$ cat src/rtl/vram_port_arbiter.sv
// CPU-side PPU register block (PPUCTRL increment, PPUSTATUS latch reset, PPUADDR, PPUDATA)
// sharing VRAM port A with a boot loader; the CPU always wins arbitration.
module vram_port_arbiter #(
    parameter int INC_BIT = 2
) (
    input  logic        clock,
    input  logic        reset_n,
    input  logic        mirror,
    input  logic        cpu_req,
    input  logic        cpu_we,
    input  logic [2:0]  cpu_reg,
    input  logic [7:0]  cpu_wdata,
    output logic [7:0]  cpu_rdata,
    output logic        cpu_ready,
    input  logic        ld_req,
    input  logic [10:0] ld_addr,
    input  logic [7:0]  ld_data,
    output logic        ld_ack,
    output logic [10:0] vram_address,
    output logic [7:0]  vram_i_data,
    output logic        vram_writena,
    input  logic [7:0]  vram_o_data
);

    localparam logic [1:0] IDLE    = 2'd0;
    localparam logic [1:0] WR      = 2'd1;
    localparam logic [1:0] RD_ADDR = 2'd2;
    localparam logic [1:0] RD_CAP  = 2'd3;

    logic [1:0]  state_reg;
    logic [13:0] v_reg;
    logic        w_reg;
    logic        inc32_reg;
    logic [7:0]  rbuf_reg;
    logic        rd_mapped_reg;

    logic        v_mapped;
    logic [10:0] phys_addr;
    logic [13:0] v_step;

    assign v_mapped  = (v_reg >= 14'h2000) && (v_reg <= 14'h3EFF);
    assign phys_addr = mirror ? {v_reg[10], v_reg[9:0]} : {v_reg[11], v_reg[9:0]};
    assign v_step    = inc32_reg ? 14'd32 : 14'd1;
    assign cpu_ready = (state_reg == IDLE);

    always_ff @(posedge clock or negedge reset_n) begin
        if (!reset_n) begin
            state_reg     <= IDLE;
            v_reg         <= 14'h0000;
            w_reg         <= 1'b0;
            inc32_reg     <= 1'b0;
            rbuf_reg      <= 8'h00;
            rd_mapped_reg <= 1'b0;
            cpu_rdata     <= 8'h00;
            ld_ack        <= 1'b0;
            vram_address  <= 11'h000;
            vram_i_data   <= 8'h00;
            vram_writena  <= 1'b0;
        end else begin
            // Write strobes are single-cycle pulses unless re-armed below.
            vram_writena <= 1'b0;
            ld_ack       <= 1'b0;
            case (state_reg)
                IDLE: begin
                    if (cpu_req) begin
                        // Reads of registers without a defined read value return zero.
                        if (!cpu_we) begin
                            cpu_rdata <= 8'h00;
                        end
                        case (cpu_reg)
                            3'd0: begin
                                if (cpu_we) begin
                                    inc32_reg <= cpu_wdata[INC_BIT];
                                end
                            end
                            3'd2: begin
                                if (!cpu_we) begin
                                    w_reg <= 1'b0;
                                end
                            end
                            3'd6: begin
                                if (cpu_we) begin
                                    if (!w_reg) begin
                                        v_reg[13:8] <= cpu_wdata[5:0];
                                        w_reg       <= 1'b1;
                                    end else begin
                                        v_reg[7:0] <= cpu_wdata;
                                        w_reg      <= 1'b0;
                                    end
                                end
                            end
                            3'd7: begin
                                v_reg <= v_reg + v_step;
                                if (cpu_we) begin
                                    if (v_mapped) begin
                                        vram_address <= phys_addr;
                                        vram_i_data  <= cpu_wdata;
                                        vram_writena <= 1'b1;
                                    end
                                    state_reg <= WR;
                                end else begin
                                    // Reads return the buffer filled by the previous access.
                                    cpu_rdata     <= rbuf_reg;
                                    vram_address  <= phys_addr;
                                    rd_mapped_reg <= v_mapped;
                                    state_reg     <= RD_ADDR;
                                end
                            end
                            default: begin
                            end
                        endcase
                    end else if (ld_req) begin
                        vram_address <= ld_addr;
                        vram_i_data  <= ld_data;
                        vram_writena <= 1'b1;
                        ld_ack       <= 1'b1;
                        state_reg    <= WR;
                    end
                end
                WR: begin
                    state_reg <= IDLE;
                end
                RD_ADDR: begin
                    state_reg <= RD_CAP;
                end
                RD_CAP: begin
                    rbuf_reg  <= rd_mapped_reg ? vram_o_data : 8'h00;
                    state_reg <= IDLE;
                end
                default: begin
                    state_reg <= IDLE;
                end
            endcase
        end
    end

endmodule

$ cat config.mk
export PLATFORM = sky130hd
export DESIGN_NAME = vram_port_arbiter
export DESIGN_NICKNAME = d
export VERILOG_FILES = /design/src/rtl/vram_port_arbiter.sv
export SDC_FILE = /design/constraint.sdc
export NUM_CORES = 1
export LEC_CHECK = 0
export ABC_AREA = 1
export CAP_MARGIN = 20
export CORE_MARGIN = 2
export CORE_UTILIZATION = 45
export DETAILED_ROUTE_END_ITERATION = 12
export MAX_ROUTING_LAYER = met4
export PLACE_DENSITY = 0.73
export SLEW_MARGIN = 0
export SYNTH_ARGS = -nofsm -noshare
export SYNTH_HDL_FRONTEND = slang
export SYNTH_SLANG_ARGS = --single-unit
$ cat constraint.sdc
create_clock -name clock -period 2.24 [get_ports clock]
set_input_delay 0.448 -clock clock [delete_from_list [all_inputs] [get_ports clock]]
set_output_delay 0.448 -clock clock [all_outputs]
set_load 0.01 [all_outputs]
==> results of run 1 <==
[synth_stat cells]
cell | number | area (um2)
a22oi_1 | 1 | 7.51
o21a_1 | 2 | 15.0
nand3_4 | 1 | 17.5
clkbuf_1 | 5 | 18.8
nand2_1 | 191 | 717
o31ai_1 | 2 | 15.0
inv_2 | 1 | 3.75
xor2_1 | 2 | 17.5
nand3_2 | 2 | 20.0
buf_2 | 3 | 15.0
nand3_1 | 19 | 95.1
nor2_2 | 2 | 12.5
a21boi_1 | 1 | 7.51
nor2_1 | 18 | 67.6
o21ai_1 | 3 | 15.0
nor2_4 | 1 | 11.3
inv_1 | 43 | 161
buf_6 | 4 | 45.0
nand4_1 | 2 | 12.5
ha_1 | 3 | 37.5
a21oi_1 | 7 | 35.0
nand2_2 | 3 | 18.8
xnor2_1 | 1 | 8.76
o21ai_2 | 9 | 78.8
buf_4 | 1 | 7.51
inv_4 | 2 | 12.5
a21boi_0 | 1 | 7.51
nor3_1 | 2 | 10.0
o21ai_0 | 33 | 165
dfrtp_1 | 56 | 1400
or2_2 | 1 | 6.26
a31oi_4 | 1 | 21.3
a21oi_4 | 1 | 16.3
[metal layers]
layer / global-route usage, % / vias up / wire length, um
met4: 4.69 / 0 / 78
met5: - / - / 0
met3: 3.70 / 10 / 302
met1: 27.1 / 1330 / 3370
li1: - / 1465 / -
met2: 34.4 / 71 / 3570
[how the worst max path moves through the flow]
stage / from / depth (start not counted) / slack (ns) / end
2_1_floorplan: inc32_reg / 12 / 0.72 / v_reg[10]
3_3_place_gp: cpu_req / 7 / 0.24 / v_reg[7]
3_5_place_dp: cpu_req / 7 / 0.19 / v_reg[7]
4_1_cts: state_reg[0] / 4 / 0.16 / cpu_ready
5_1_grt: state_reg[0] / 4 / 0.05 / cpu_ready
6_report: state_reg[0] / 4 / 0.18 / cpu_ready
[cells by family after synthesis]
| family | share of synthesized area (%) |
|---|---|
| buf+inv | 8.51 |
| fa+ha+maj | 1.21 |
| compound gates | 12.4 |
| flops | 45.2 |
| simple gates | 31.9 |
| xor+xnor | 0.847 |
[per-stage QoR]
stage | power [mW] | util (%)
after CTS | 4.24 | 60.0
after detailed placement | 3.62 | 58.5
after global placement | 3.56 | 58.5
after global routing | 4.57 | 60.0
final | 4.22 | 60.0
after floorplan | 2.81 | -
[worst max-delay path, delay by kind of cell (launching register included)]
family | cells | cell delay [ns]
DFF | 1 | 0.41
and+or+nand+nor | 1 | 0.11
buffers and inverters | 3 | 0.78
[power groups by stage]
| stage | Clock [mW] | Combinational, mW | Sequential [mW] |
|---|---|---|---|
| final | 0.620 | 1.86 | 1.74 |
| after global routing | 0.686 | 2.09 | 1.80 |
| after CTS | 0.629 | 1.87 | 1.74 |
| after detailed placement | 0 | 1.86 | 1.76 |
| after global placement | 0 | 1.82 | 1.74 |
| after floorplan | 0 | 1.04 | 1.77 |
[final cells by class]
type                            instances  share of cell area (%)
Clock buffer                            6                    2.05
Clock inverter                          2                   0.435
Inverter                               46                    4.41
Multi-Input combinational cell        309                    35.6
Sequential cell                        56                    34.8
Tap cell                               80                    2.48
Timing Repair Buffer                   80                    20.2
==> impl_metrics.csv, run 1 <==
group,metric,value,unit
outcome,status,"finished, final reports clean",
drt,route.detailed.drc,0,
pwr,switching_share,39.3,%
worst_setup_path,cp_max_fo,4,
timing,fin_skew,0.0130,ns
die,die_h,87.0,um
layout,multi_input_area,0.00144,mm2
die,die_w,87.0,um
worst_setup_path,crit_chain,"inv_1, nand2_1, inv_1, clkdlybuf4s50_1",
drt,ant_nets,0,
timing,finalHoldWorstSlack,0.107,ns
clocking,ctsHoldBuffers,0,
job,maxCapViolations,0,
placed_design,dp_cells,571,
worst_setup_path,end_kind,"primary output",
logic_synthesis,synthCells,424,
worst_setup_path,critical_path_arrival,1.61,ns
layout,drive_gt1_share,8.02,%
grt,grt_usage,20.9,%
clocking,clkSlewWorstSetupHoldPaths,0.11,ns
timing,finalSetupTns,0,ns
clocking,numCtsBuffers,5,
logic_synthesis,avgSynthCellArea,7.32,um2
grt,grt_pass1_vias,2705,
pwr,p_seq_share,41.3,%
placed_design,dp_hpwl,5.66,mm
timing,final-hold-violation-count,0,
timing,setup_ws,0.178,ns
logic_synthesis,ys_ff_latch,56,
timing,finalSetupViolations,0,
worst_setup_path,r2r-end,"v_reg[10]",
layout,seq_area,0.00140,mm2
placed_design,port_buffers,73,
clocking,cts_sinks,56,
pwr,p_clk_share,14.7,%
pwr,leakage,1.97,nW
drt,drt_iter0_drc,182,
drt,via_count,2876,
pwr,powerDensity,1050,mW/mm2
layout,num_antenna_cells,0,
timing,period_needed,2.06,ns
clocking,ctsResizeCount,0,
timing,post-route-period-util,92.0,%
logic_synthesis,synth.distinct_cells,33,
logic_synthesis,synth_area,0.00310,mm2
pwr,vdd_drop_max,0.000478,V
worst_setup_path,slowest_delay,0.56,ns
worst_hold_path,hold_class,"input port to asynchronous set/reset pin",
grt,grt_max_degree,33,
clocking,cts_tree,"yes",
logic_synthesis,synth-warning-count,0,
layout,nets,545,
worst_setup_path,cp_slowest_cell,"clkdlybuf4s50_1",
worst_setup_path,crit_top_cell,"inv_1",
layout,fillers,621,
layout,syn2layout_area_growth,30.0,%
clocking,insertion_delay,0.32,ns
layout,mostFrequentLayoutCells,"nand2_1, clkdlybuf4s50_1, dfrtp_1",
grt,grt_antenna_before_repair,0,
pwr,internal_power,2.56,mW
logic_synthesis,ys_seq_area_share,45.2,%
timing,drv_slew,0,
timing,worst_slew_pin_slew,0.571,ns
grt,overflow,0,
timing,maxSlewHeadroom,61.9,%
clocking,cts_setup_buffers,0,
worst_setup_path,worst_setup_path_start_kind,"flop",
layout,fin_area,0.00403,mm2
placed_design,place_area,0.00393,mm2
timing,grt_setup_unrepaired,"no",
die,ios,74,
die,placementRows,30,
die,core_area,0.00672,mm2
clocking,cts-root-buf,"clkbuf_8",
clocking,htree_levels,2,
drt,routed_wirelength,7.32,mm
die,die-area,0.00757,mm2
grt,grt_pass1_wl,12.2,mm
logic_synthesis,synth_nets,471,
clocking,cts_max_path_buffers,2,
pwr,pwr-share-comb,44.0,%
pwr,p_sw,1.66,mW
drt,first_pass_iters,4,
die,initial_core_util,46.2,%
worst_setup_path,critPathKind,"flop to primary output",
worst_setup_path,reg2reg_depth,12,
drt,via_per_inst,4.97,
worst_setup_path,rrSetupSlack,0.46,ns
placed_design,place_ws,0.194,ns
layout,finalNonFillerCells,579,
drt,wire_per_inst,12.6,um
layout,layout_commonest_cell,"nand2_1",
worst_setup_path,reg2reg_from,"inc32_reg",
placed_design,place.gp.congestion,0.957,
worst_setup_path,crit_required,1.79,ns
timing,max_freq,485,MHz
(Power assumes the default switching activity.)
==> run 2: changes to the inputs <==
GPL_TIMING_DRIVEN = 0   (was unset)
==> impl_metrics.csv, run 2 (synthesis gave the netlist of run 1 again) <==
group,metric,value,unit
outcome,status,"finished, final reports clean",
die,die-area,0.00757,mm2
timing,max_freq,480,MHz
clocking,htree_levels,2,
die,core_area,0.00672,mm2
grt,use_met2,34.6,%
timing,grt_setup_unrepaired,"no",
timing,post-route-period-util,93.0,%
drt,ant_nets,0,
timing,finalSetupViolations,0,
placed_design,dp_hpwl,5.87,mm
worst_setup_path,worst_setup_path_start_kind,"flop",
worst_setup_path,critical_path.top_delay_family,"buffers and inverters",
clocking,cts_tree,"yes",
grt,grt_busiest_layer,"met2",
worst_setup_path,end_kind,"primary output",
worst_setup_path,crit_chain,"inv_1, nand2_1, inv_1, clkdlybuf4s50_1",
placed_design,place.gp.congestion,0.940,
drt,via_per_inst,4.96,
pwr,p_seq_share,41.2,%
drt,via_count,2899,
grt,grt_pass1_wl,12.2,mm
clocking,insertion_delay,0.32,ns
drt,wire_per_inst,12.8,um
clocking,ctsResizeCount,0,
worst_setup_path,reg2reg_from,"inc32_reg",
job,maxCapViolations,0,
layout,mostFrequentLayoutCells,"nand2_1, clkdlybuf4s50_1, dfrtp_1",
drt,route.detailed.drc,0,
placed_design,place_area,0.00394,mm2
pwr,leakage,1.97,nW
timing,setup_ws,0.156,ns
pwr,powerDensity,1040,mW/mm2
pwr,internal_power,2.52,mW
timing,finalSetupTns,0,ns
pwr,pwr-share-comb,44.8,%
clocking,cts_setup_buffers,0,
grt,globalRouteMet3Util,3.41,%
clocking,cts_sinks,56,
drt,routed_wirelength,7.48,mm
grt,overflow,0,
die,placementRows,30,
pwr,vdd_drop_max,0.000461,V
pwr,switching_share,39.5,%
timing,period_needed,2.08,ns
timing,fin_skew,0.00965,ns
worst_setup_path,cp_slowest_cell,"clkdlybuf4s50_1",
clocking,clkSlewWorstSetupHoldPaths,0.10,ns
die,die_h,87.0,um
grt,grt_use_met1,26.4,%
layout,layout_commonest_cell,"nand2_1",
placed_design,place_ws,-0.101,ns
worst_setup_path,worst-path-buf-inv,3,
worst_hold_path,hold_class,"input port to asynchronous set/reset pin",
worst_setup_path,crit_start,"state_reg[0]",
timing,finalHoldWorstSlack,0.128,ns
layout,num_antenna_cells,0,
clocking,cts-root-buf,"clkbuf_8",
die,die_w,87.0,um
timing,drv_slew,0,
clocking,ctsHoldBuffers,0,
pwr,p_sw,1.65,mW
clocking,numCtsBuffers,5,
clocking,cts_max_path_buffers,2,
worst_setup_path,critPathKind,"flop to primary output",
worst_setup_path,cp_max_fo,4,
drt,drt_iter0_drc,180,
timing,maxSlewHeadroom,45.6,%
layout,syn2layout_area_growth,29.9,%
layout,drive_gt1_share,8.32,%
drt,first_pass_iters,4,
placed_design,port_buffers,72,
layout,nets,551,
worst_setup_path,crit_required,1.79,ns
layout,fin_area,0.00403,mm2
grt,grt_max_degree,31,
grt,grt_pass1_vias,2668,
grt,grt_usage,20.9,%
grt,grt_antenna_before_repair,0,
die,ios,74,
worst_setup_path,crit_top_cell,"inv_1",
die,initial_core_util,46.2,%
timing,worst_slew_pin_slew,0.807,ns
worst_setup_path,critical_path_arrival,1.64,ns
pwr,p_clk_share,14.0,%
worst_setup_path,slowest_delay,0.56,ns
timing,final-hold-violation-count,0,
run 2: cell count changes in the layout (fill, tap and decap cells not counted), moves of 2 or more:
cell      delta
buf_4        -3
buf_12       -2
buf_2        +3
buf_6        +4
clkbuf_1     +5
run 2: final timing paths:
| kind | cells after the start | to | slack (ns) |
|---|---|---|---|
| min reg2reg | 2 | vram_i_data[5] | 0.49 |
| min | 1 | vram_address[10] | 0.13 |
| max | 4 | cpu_ready | 0.16 |
| min in group clock | 2 | vram_i_data[5] | 0.49 |
| max in group asynchronous | 2 | inc32_reg | 1.54 |
| max reg2reg | 12 | v_reg[10] | 0.41 |
run 2: area by class of cell:
class                      instances  area [um2]
tap                               80         100
sequential                        56        1400
clock buffer                       5        68.8
timing repair buffer              73         736
clock inverter                     3        22.5
inverter                          46         178
multi-input combinational        309        1440
buffer                            13        86.3
fill                             635        2690
run 2: per-layer routing:
layer  part of all wire [%]  vias to the layer above
li1                       -                     1484
met1                     45                     1328
met2                     49                       73
met3                    3.9                       14
met4                    1.9                        0
met5                      0                        -
run 2: metrics by stage:
step | utilization (%) | std cells | power [mW]
6_report | 60.0 | 585 | 4.17
4_1_cts | 60.0 | 585 | 4.20
2_1_floorplan | - | 424 | 2.81
3_5_place_dp | 58.6 | 577 | 3.62
5_1_grt | 60.0 | 585 | 4.51
3_3_place_gp | 58.4 | 576 | 3.56
run 2: power groups by stage:
| stage | clock network [mW] | registers, mW | logic [mW] |
|---|---|---|---|
| final | 0.586 | 1.72 | 1.87 |
| after global routing | 0.635 | 1.77 | 2.10 |
| after CTS | 0.598 | 1.72 | 1.89 |
| after detailed placement | 0 | 1.74 | 1.88 |
| after global placement | 0 | 1.72 | 1.84 |
| after floorplan | 0 | 1.77 | 1.04 |
==> run 3: changes to the inputs <==
CORE_ASPECT_RATIO = 1.25   (was unset)
==> impl_metrics.csv, run 3 (synthesis gave the netlist of run 1 again) <==
group,metric,value,unit
timing,final-hold-violation-count,0,
timing,fin_skew,0.00808,ns
clocking,cts_sinks,56,
die,ios,74,
clocking,ctsResizeCount,0,
placed_design,port_buffers,72,
drt,ant_nets,0,
pwr,pwr-share-comb,45.4,%
clocking,ctsHoldBuffers,0,
layout,finalNonFillerCells,591,
pwr,p_total,4.13,mW
job,maxCapViolations,0,
timing,finalHoldWorstSlack,0.131,ns
die,initial_core_util,47.0,%
grt,grt_pass1_wl,13.1,mm
timing,post-route-period-util,92.4,%
clocking,insertion_delay,0.32,ns
grt,grt_antenna_before_repair,0,
layout,mostFrequentLayoutCells,"nand2_1, clkdlybuf4s50_1, dfrtp_1",
drt,routed_wirelength,7.60,mm
drt,route.detailed.drc,0,
timing,finalSetupViolations,0,
drt,wire_per_inst,12.9,um
worst_setup_path,cp_max_fo,4,
grt,grt_max_degree,32,
placed_design,place_ws,-0.0668,ns
layout,num_antenna_cells,0,
worst_setup_path,worst_setup_path_start_kind,"flop",
pwr,switching_share,39.3,%
worst_setup_path,crit_required,1.79,ns
placed_design,dp_hpwl,5.95,mm
drt,via_count,2875,
timing,worst_slew_pin_slew,0.798,ns
pwr,p_sw,1.62,mW
placed_design,dp_cells,584,
timing,setup_ws,0.171,ns
grt,overflow,0,
layout,layout_commonest_cell,"nand2_1",
layout,syn2layout_area_growth,29.9,%
clocking,htree_levels,2,
clocking,cts_max_path_buffers,2,
die,die_h,96.8,um
timing,maxSlewHeadroom,46.2,%
clocking,clkSlewWorstSetupHoldPaths,0.10,ns
die,die-area,0.00758,mm2
worst_setup_path,critPathKind,"flop to primary output",
timing,drv_slew,0,
clocking,numCtsBuffers,5,
grt,grt_usage,22.4,%
drt,via_per_inst,4.86,
clocking,cts_setup_buffers,0,
pwr,p_seq_share,41.5,%
clocking,cts_tree,"yes",
pwr,p_clk_share,13.1,%
placed_design,place_area,0.00395,mm2
die,die_w,78.3,um
timing,max_freq,483,MHz
outcome,status,"finished, final reports clean",
drt,first_pass_iters,4,
layout,nets,551,
layout,fin_area,0.00403,mm2
worst_hold_path,hold_class,"input port to asynchronous set/reset pin",
placed_design,place.gp.congestion,0.927,
die,placementRows,33,
pwr,internal_power,2.51,mW
pwr,leakage,1.96,nW
worst_setup_path,critical_path_arrival,1.62,ns
grt,grt_pass1_vias,2847,
timing,period_needed,2.07,ns
timing,finalSetupTns,0,ns
layout,drive_gt1_share,8.13,%
pwr,vdd_drop_max,0.000633,V
worst_setup_path,end_kind,"primary output",
die,core_area,0.00661,mm2
timing,grt_setup_unrepaired,"no",
drt,drt_iter0_drc,187,
pwr,powerDensity,1030,mW/mm2
layout,final_core_util,61.0,%
clocking,cts-root-buf,"clkbuf_8",
-- run 3: cell types whose count changed in the layout (fill, tap and decap cells not counted) --
cell	delta
clkinv_4	-1
clkinvlp_4	+1
inv_6	-1
-- run 3: power groups by stage --
stage	registers (mW)	clock network, mW	logic, mW
finish	1.71	0.543	1.88
global route	1.78	0.608	2.13
CTS	1.71	0.562	1.90
detailed placement	1.73	0	1.89
global placement	1.71	0	1.85
floorplan	1.77	0	1.04
-- run 3: final timing paths --
kind | startpoint | slack [ns] | endpoint | cells past startpoint
worst max-delay path | state_reg[0] | 0.17 | cpu_ready | 4
worst min-delay path | reset_n | 0.13 | v_reg[12] | 1
worst max register to register | inc32_reg | 0.43 | v_reg[10] | 12
worst min register to register | rbuf_reg[4] | 0.49 | rbuf_reg[4] | 2
max in group asynchronous | reset_n | 1.53 | vram_i_data[6] | 2
min in group clock | rbuf_reg[4] | 0.49 | rbuf_reg[4] | 2
-- run 3: critical path, stage by stage, from the launching register on --
cell             delay [ns]
dfrtp_1                0.41
inv_1                  0.08
nand2_1                0.11
inv_1                  0.15
clkdlybuf4s50_1        0.56
-- run 3: final cells by class --
class | count | area, um2
tap | 87 | 109
inverter | 46 | 178
buffer | 13 | 86.3
timing repair buffer | 73 | 736
sequential | 56 | 1400
clock buffer | 5 | 68.8
multi-input combinational | 309 | 1440
clock inverter | 2 | 12.5
fill | 624 | 2580
-- run 3: layer usage --
metal / vias up / wire length (um) / track usage, %
li1: 1478 / - / -
met1: 1330 / 3140 / 26.6
met2: 60 / 4060 / 38.8
met3: 7 / 301 / 3.36
met4: 0 / 102 / 7.02
met5: - / 0 / -
